<file path="src/rtl/fetch_unit_pkg.sv">
// fetch_unit_pkg: word size, field positions, FSM encoding and
// next-PC control bundle shared by the fetch unit files.
package fetch_unit_pkg;

  localparam int WORD_W   = 16;
  localparam int OPC_HI   = 15;
  localparam int OPC_LO   = 12;
  localparam int TGT_W    = OPC_LO;
  localparam int BR_OFF_W = 8;

  typedef logic [WORD_W-1:0] word_t;

  typedef enum logic [1:0] {
    S_FETCH = 2'd0,
    S_ISSUE = 2'd1,
    S_HALT  = 2'd2
  } state_e;

  typedef struct packed {
    logic jump_reg;
    logic jump;
    logic branch;
    logic branch_taken;
  } pc_ctrl_t;

  function automatic word_t br_off(
    input logic [BR_OFF_W-1:0] off
  );
    return {{(WORD_W-BR_OFF_W){off[BR_OFF_W-1]}}, off};
  endfunction

endpackage

</file>
<file path="src/rtl/fetch_unit_next_pc_calc.sv">
// next_pc_calc: combinational next-PC select.
// Ports: pc, tgt (inst[11:0]), ctrl, reg_target -> next_pc.
module next_pc_calc
  import fetch_unit_pkg::*;
(
  input  logic [WORD_W-1:0] pc,
  input  logic [TGT_W-1:0]  tgt,
  input  pc_ctrl_t          ctrl,
  input  logic [WORD_W-1:0] reg_target,
  output logic [WORD_W-1:0] next_pc
);

  logic [WORD_W-1:0] pc_inc;
  logic sel_reg;
  logic sel_jmp;
  logic sel_br;
  logic sel_inc;

  assign pc_inc = pc + WORD_W'(1);

  // priority folded into one-hot selects
  assign sel_reg = ctrl.jump_reg;
  assign sel_jmp = ~ctrl.jump_reg
                 & ctrl.jump;
  assign sel_br  = ~ctrl.jump_reg
                 & ~ctrl.jump
                 & ctrl.branch
                 & ctrl.branch_taken;
  assign sel_inc = ~(sel_reg
                   | sel_jmp
                   | sel_br);

  always_comb begin
    next_pc = pc_inc;
    unique case (1'b1)
      sel_reg: next_pc = reg_target;
      sel_jmp: next_pc = {pc[OPC_HI:OPC_LO],
                          tgt};
      sel_br:  next_pc = pc_inc
                 + br_off(tgt[BR_OFF_W-1:0]);
      sel_inc: next_pc = pc_inc;
      default: next_pc = pc_inc;
    endcase
  end

endmodule

</file>
<file path="src/rtl/fetch_unit.sv">
// fetch_unit: FETCH/ISSUE/HALT instruction fetch FSM.
// Ports: clk, reset_n; mem readM/address/data/inputReady;
// issue inst/inst_valid/next_ready/pc_out; control jump,
// branch, branch_taken, HLT, jump_reg, reg_target; halted.
// Define INST_COUNT_EN to add the num_inst accept counter.
module fetch_unit
  import fetch_unit_pkg::*;
(
  input  logic              clk,
  input  logic              reset_n,
  output logic              readM,
  output logic [WORD_W-1:0] address,
  input  logic [WORD_W-1:0] data,
  input  logic              inputReady,
  output logic [WORD_W-1:0] inst,
  output logic              inst_valid,
  input  logic              next_ready,
  input  logic              jump,
  input  logic              branch,
  input  logic              HLT,
  input  logic              jump_reg,
  input  logic [WORD_W-1:0] reg_target,
  input  logic              branch_taken,
  output logic [WORD_W-1:0] pc_out,
  output logic              halted
`ifdef INST_COUNT_EN
  ,
  output logic [WORD_W-1:0] num_inst
`endif
);

  state_e            state;
  pc_ctrl_t          ctrl;
  logic [WORD_W-1:0] next_pc;
  logic              accept;

  assign ctrl.jump_reg     = jump_reg;
  assign ctrl.jump         = jump;
  assign ctrl.branch       = branch;
  assign ctrl.branch_taken = branch_taken;

  assign accept = (state == S_ISSUE)
                & next_ready;

  next_pc_calc u_npc (
    .pc         (address),
    .tgt        (inst[TGT_W-1:0]),
    .ctrl       (ctrl),
    .reg_target (reg_target),
    .next_pc    (next_pc)
  );

  // address is the PC register itself
  always_ff @(posedge clk or negedge reset_n) begin
    if (!reset_n) begin
      state      <= S_FETCH;
      readM      <= 1'b0;
      address    <= '0;
      inst       <= '0;
      pc_out     <= '0;
      inst_valid <= 1'b0;
      halted     <= 1'b0;
    end else begin
      case (state)
        S_FETCH: begin
          // readM is low only on the first
          // cycle after reset release
          if (!readM) begin
            readM <= 1'b1;
          end else if (inputReady) begin
            inst       <= data;
            pc_out     <= address;
            inst_valid <= 1'b1;
            readM      <= 1'b0;
            state      <= S_ISSUE;
          end
        end
        S_ISSUE: begin
          if (next_ready) begin
            address    <= next_pc;
            inst_valid <= 1'b0;
            if (HLT) begin
              halted <= 1'b1;
              state  <= S_HALT;
            end else begin
              readM <= 1'b1;
              state <= S_FETCH;
            end
          end
        end
        S_HALT: begin
        end
        default: begin
          readM      <= 1'b0;
          inst_valid <= 1'b0;
          state      <= S_FETCH;
        end
      endcase
    end
  end

`ifdef INST_COUNT_EN
  always_ff @(posedge clk or negedge reset_n) begin
    if (!reset_n) begin
      num_inst <= '0;
    end else if (accept) begin
      num_inst <= num_inst + WORD_W'(1);
    end
  end
`endif

endmodule

</file>
<file path="config.mk">
export PLATFORM = sky130hd
export DESIGN_NAME = fetch_unit
export DESIGN_NICKNAME = d
export VERILOG_FILES = /design/src/rtl/fetch_unit_pkg.sv /design/src/rtl/fetch_unit_next_pc_calc.sv /design/src/rtl/fetch_unit.sv
export SDC_FILE = /design/constraint.sdc
export NUM_CORES = 1
export LEC_CHECK = 0
export CORE_MARGIN = 2
export CORE_UTILIZATION = 45
export CTS_CLUSTER_DIAMETER = 100
export DETAILED_ROUTE_END_ITERATION = 8
export PLACE_DENSITY = 0.81
export SYNTH_ARGS = -nofsm -noshare
export SYNTH_HDL_FRONTEND = slang
export SYNTH_HIERARCHICAL = 1
export SYNTH_SLANG_ARGS = --single-unit
export TNS_END_PERCENT = 30
</file>
<file path="constraint.sdc">
create_clock -name clk -period 2.8 [get_ports clk]
set_clock_uncertainty 0.1 [all_clocks]
set_input_delay 0.28 -clock clk [delete_from_list [all_inputs] [get_ports clk]]
set_output_delay 0.28 -clock clk [all_outputs]
set_load 0.05 [all_outputs]
</file>
# After elaboration in Yosys (flattened, before gate mapping)
# Index checks and enable logic that the tools add are counted.
# classes
mux	15
reduce_logical	7
bitwise	8
n_addsub	2
eq_ne	6
# op_table
cell	n
16-bit case mux with 3 select lines	1
16-bit by 1-bit adder with 16-bit output, second input constant	1
16-bit adder	1
3-bit AND reduction	4
2-bit two-way mux	4
2-bit inequality test, second input constant	4
1-bit two-way mux	7
1-bit case mux with 3 select lines	2
2-bit case mux with 3 select lines	1
1-bit AND	4
1-bit inverter	4
4-bit AND reduction	1
2-bit by 1-bit == test with 1-bit output, second input constant	1
2-bit == test, second input constant	1
2-bit zero test	1
2-bit AND reduction	1
# totals
elab_cells	46
output_inout_bits	51
ff_bits	53

# Depth between registers and ports, before layout
# depth
depth_word	5
depth_mapped	14
mapped_depth_nobuf	13

# Hierarchy
# The synthesis kept the hierarchy.
# by_module_without_submodules
mod	cells_per_inst	seq_area_each_um2	instances	area_per_inst_um2
fetch_unit	118	1301.2	1	2122.0
next_pc_calc	199	0.0	1	1426.4

# Worst setup path after synthesis
# No wires, ideal clock.
# synth_timing
path_kind	reg2reg
startpoint	register address[0]
endpoint	register address[13]
setup_time_ns	0.125
stages_incl_launch_ff	13
required_time_ns	2.575
setup_slack_ns	-0.653
arrival_time_ns	3.228
cell_sequence	dfrtp_1 ha_1 nand2_1 or3_4 xnor2_1 ha_1 a21o_1 a211oi_1 and2_1 or4_1 mux2i_1 a211o_1 mux2_2
# synth_via
elab_chain_cells	3
# synth_lines
item	line	text
start: declaration	fetch_unit.sv:12	output logic [WORD_W-1:0] address,
start signal: assignment	fetch_unit.sv:80	address <= next_pc;
16-bit by 1-bit adder with 16-bit output (*)	fetch_unit_next_pc_calc.sv:19	assign pc_inc = pc + WORD_W'(1);
16-bit adder	fetch_unit_next_pc_calc.sv:40	+ br_off(tgt[BR_OFF_W-1:0]);
16-bit case mux with 3 select lines (*)	fetch_unit_next_pc_calc.sv:35	unique case (1'b1)
via next_pc[13]	fetch_unit.sv:34	logic [WORD_W-1:0] next_pc;
# The timed path passes the listed nets; every way through them passes the cells marked *.
# A chain may end at the register's enable or synchronous reset.

# Final worst setup path
# Ends and elaborated chain as after synthesis.

==> summary by stage <==
Clock tree
The TritonCTS clock tree is built. The number of buffers added by the clock tree synthesis step is 5. The number of clock sinks seen by CTS is 52. The clock transition at the registers of the reported paths is 0.10 ns. The maximum buffer depth of the clock tree is 2. The cell sitting at the root of the clock tree is a sky130_fd_sc_hd__clkbuf_8. The later pin in the worst-skew pair is clocked with a latency of between 0.3 and 0.4 ns. The total number of H-tree levels is 2.

STA
Setup total negative slack on the finished layout was measured at -1.54 ns. Derived from the worst setup path, the maximum achievable clock frequency is ~320 MHz. The final critical-path share of the clock period is 110%. Setup repair after global routing could not meet its margin everywhere. Setup violations remaining at the end of the flow were counted as 10. The worst setup margin is -0.283 ns. The tightest slew margin relative to the limit is 59.7%. The final count of pins violating max slew came to 0. The slew at the pin closest to its max-slew limit is slightly above 0.6 ns.

The final count of hold timing violations is 0. The clock period minus worst slack is 3.08 ns.

Drt
The number of detailed-routing iterations run before antenna repair is 6. The number of design rule violations left after detail routing is 0. Signal routing reaches up to met4. The average vias per placed instance is around 5.8. The met1 layer wirelength in the final routing is around 4400 um.

The total length of routed wires is roughly 11000 um. The routed length on met3 is 766 um. The met2 layer wire length in the routed design is approximately 5500 um. Dividing the detail-routed wire length by the instance count gives between 15 and 20 um.

The routed via count is roughly 3300. For this block, the initial DRC count from the detailed router was roughly 250. The remaining antenna violation count is 0.

Pwr
The internal power of the cells totals 1.09 mW. The leakage component of the power is 2.42 nW. The share of power burned in registers is between 50% and 60%. For this design the total switching power over the nets is around 320 uW. Per report_power, the clock group accounts for approximately 37% of the total. Net switching is between 20% and 30% of the power. Of the total power, combinational logic draws 9.5%. IR analysis of the VDD net gives a maximum drop of approximately 0.00015 V. Summing internal, switching and leakage power gives 1.41 mW. The total power divided by cell area is ~260 nW/um2.

Worst setup path
The longest individual stage delay on the worst path is roughly 0.46 ns. In this run the register-to-register setup slack is -0.28 ns. The kind of end point of the critical path is a flip-flop. Walking the worst path, the cells encountered are ha_4 -> nand2_2 -> or3_4 -> xnor2_4 -> ha_4 -> a21o_1 -> a211oi_2 -> and2_4 -> or4_1 -> mux2i_1 -> a211o_1 -> mux2_4.

On the critical path, the stage with the largest delay is an instance of sky130_fd_sc_hd__dfrtp_4. The cell repeated most along the worst path is sky130_fd_sc_hd__ha_4. The kind of cell with the highest combined delay along the critical path is simple AND/OR/NAND/NOR gates. The worst setup path category is flip-flop to flip-flop. Counting both buffers and inverters, the worst setup path holds a total of 0.

The worst setup path is launched from a flip-flop. In this run the worst path has a maximum fanout of 4. The required time of the worst setup path is between 2 and 3 ns. The critical path data arrival time is around 3.2 ns.

Finish
For this run, the number of standard cells in the final layout without fillers is ~580. Leaving out fill and tap cells, the most frequent cell in the layout is sky130_fd_sc_hd__clkdlybuf4s50_1. Across the whole layout, storage elements account for approximately 1300 um2. The number of fill cells is between 500 and 600. The post-synthesis to final-layout area growth is 54.5%. In the final layout, the multi-input gates occupy 2460 um2. Cells fill approximately 71% of the core in the end. Leaving out fill and tap cells, the most frequent cells in the layout are 90 x sky130_fd_sc_hd__clkdlybuf4s50_1, 70 x sky130_fd_sc_hd__buf_4, 43 x sky130_fd_sc_hd__dfrtp_1. The repair_antennas step left the layout with diodes totalling 0. In the final layout, the share of cells above drive strength 1 is between 30% and 40%. After the last flow step, the layout net total stands at around 540.

GRT
The residual overflow from global routing is 0. The initial antenna violation count is 0. The number of global-route vias before repair is ~3300. The global-route wire length before repair is 16800 um. Entering global routing, the biggest net connects 28 pins. The global-route usage over all layers is 24.7%.

Job
The number of violations of the max-capacitance limit is 0.

Floorplan
Pin placement for this block handled just over 90 I/O pins. The width of the die is around 93 um. For this configuration, the core starts out at a cell density of 46.2%. The die boundary height is 92.8 um. After floorplanning, the core was sized to cover 7690 um2. The die covers around 8600 um2. The row count is 32.

Synthesis
A synthesized cell averages approximately 11 um2. The number of nets in the synthesized netlist is about 380. After synthesis, the largest area contributor takes up a little under two fifths of total cell area. The share of the Yosys chip area taken by registers is about 37%. The cell area after technology mapping is between 3000 and 4000 um2. The synthesized instance count is between 300 and 400. The synthesized design spends more area on one cell type than any other, namely sky130_fd_sc_hd__dfrtp_1. The synthesized design contains 0 enable-type register cells. For this run, the leading register cell type out of synthesis is sky130_fd_sc_hd__dfrtp_1. For this run, asynchronously set or reset flops after synthesis account for between 90% and 100%. The synthesized netlist contains 54 unique library cells.

Ranked by total cell area, the synthesized netlist is headed by sky130_fd_sc_hd__dfrtp_1 37%, sky130_fd_sc_hd__mux2_4 12%, sky130_fd_sc_hd__ha_1 7.1%. After synthesis the netlist holds a flip-flop and latch count of 52. The synthesis warning total is 6.

Outcome
The final reports fail on negative setup slack. The flow ran to the end, but the final reports show violations.

Hold path
The tightest min-delay check is of the input pin to async pin type.

Placement
The port buffer count is 91. Routability-driven placement finished with a final weighted congestion of 0.935. The number of placed instances with taps included is around 560. The estimated wirelength of the detail-placed design is between 7000 and 8000 um.
==> power groups by stage <==
stage	Combinational (mW)	Clock [mW]	Sequential, mW
finish	0.133	0.526	0.750
global route	0.145	0.566	0.750
CTS	0.132	0.527	0.750
detailed placement	0.130	0	0.765
global placement	0.128	0	0.765
floorplan	0.0391	0	0.765
==> registers in the layout (all words and copies together) (netlist names) <==
name,count
address,16
halted,1
inst,16
pc_out,16
readM,1
state,2
==> kinds of logic after synthesis <==
| logic type | Yosys count | share of synthesized area, % |
|---|---|---|
| xor+xnor | 26 | 6.42 |
| buf+inv | 21 | 4.44 |
| compound gates | 74 | 14.7 |
| flops | 52 | 36.7 |
| fa+ha+maj | 21 | 7.62 |
| mux | 51 | 19.1 |
| simple gates | 72 | 11.0 |
==> cells in the mapped netlist (3+ instances only) <==
cell type / count
sky130_fd_sc_hd__dfrtp_1: 52
sky130_fd_sc_hd__mux2_4: 29
sky130_fd_sc_hd__ha_1: 20
sky130_fd_sc_hd__mux2_2: 19
sky130_fd_sc_hd__nand2_1: 19
sky130_fd_sc_hd__xnor2_1: 18
sky130_fd_sc_hd__a21oi_1: 17
sky130_fd_sc_hd__o21ai_0: 15
sky130_fd_sc_hd__nor2_1: 12
sky130_fd_sc_hd__nand3_1: 10
sky130_fd_sc_hd__a222oi_1: 9
sky130_fd_sc_hd__inv_1: 9
sky130_fd_sc_hd__xor2_1: 8
sky130_fd_sc_hd__nand4_1: 7
sky130_fd_sc_hd__a211oi_1: 4
sky130_fd_sc_hd__a221oi_1: 4
sky130_fd_sc_hd__nor2b_1: 4
sky130_fd_sc_hd__o211ai_1: 4
sky130_fd_sc_hd__a21o_1: 3
sky130_fd_sc_hd__and3_1: 3
sky130_fd_sc_hd__buf_12: 3
sky130_fd_sc_hd__clkbuf_1: 3
sky130_fd_sc_hd__mux2i_1: 3
sky130_fd_sc_hd__nand2b_1: 3
sky130_fd_sc_hd__nor3_1: 3
sky130_fd_sc_hd__o21bai_1: 3
==> final cells by class <==
type / instances / area share [%]
repair buffers: 162 / 26.3
multi-input cells: 244 / 44.8
clock buffers: 6 / 1.32
clock inverters: 2 / 0.639
flip-flops and latches: 52 / 24.0
well taps: 102 / 2.33
inverters: 9 / 0.616
==> stage by stage <==
stage               setup slack, ns  area, um2  hold WS (ns)
finish                       -0.283       5480         0.394
global route                 -0.379       5480         0.437
CTS                          -0.154       5270         0.421
detailed placement           -0.218       4980         0.227
global placement             -0.205       4980         0.210
floorplan                    -0.322       3610        -0.116
==> routing by layer <==
layer / track usage (%) / up-vias
met3: 5.29 / 28
met5: 0 / -
met2: 42.9 / 150
met4: 6.86 / 0
li1: - / 1493
met1: 30.9 / 1649
==> worst reg2reg max path, cell delays in order (launching register included) <==
cell and delay, ns:
sky130_fd_sc_hd__dfrtp_4 0.46, sky130_fd_sc_hd__ha_4 0.17, sky130_fd_sc_hd__nand2_2 0.06, sky130_fd_sc_hd__or3_4 0.40
sky130_fd_sc_hd__xnor2_4 0.21, sky130_fd_sc_hd__ha_4 0.23, sky130_fd_sc_hd__a21o_1 0.17, sky130_fd_sc_hd__a211oi_2 0.29
sky130_fd_sc_hd__and2_4 0.19, sky130_fd_sc_hd__or4_1 0.10, sky130_fd_sc_hd__mux2i_1 0.06, sky130_fd_sc_hd__a211o_1 0.25
sky130_fd_sc_hd__mux2_4 0.28
==> path summary, 6_finish.rpt <==
| kind | start | end | depth (start not counted) |
|---|---|---|---|
| worst max-delay path | address[0]$_DFFE_PN0P_ | address[13]$_DFFE_PN0P_ | 12 |
| worst min-delay path | reset_n | pc_out[1]$_DFFE_PN0P_ | 2 |
| min in group clk | halted$_DFFE_PN0P_ | halted$_DFFE_PN0P_ | 1 |
| worst max register to register | address[0]$_DFFE_PN0P_ | address[13]$_DFFE_PN0P_ | 12 |
| max in group asynchronous | reset_n | address[14]$_DFFE_PN0P_ | 3 |
| worst min register to register | halted$_DFFE_PN0P_ | halted$_DFFE_PN0P_ | 1 |
==> repair_timing <==
action / CTS / global route
endpoints found under the setup margin: 9 / 11
pin swaps: 13 / 23
gates resized for setup: 21 / 31
hold buffers: 1 / 0
hold endpoints to repair: 25 / 0
setup buffers: 6 / 5
No activity file was read; power rests on OpenSTA's default activity.
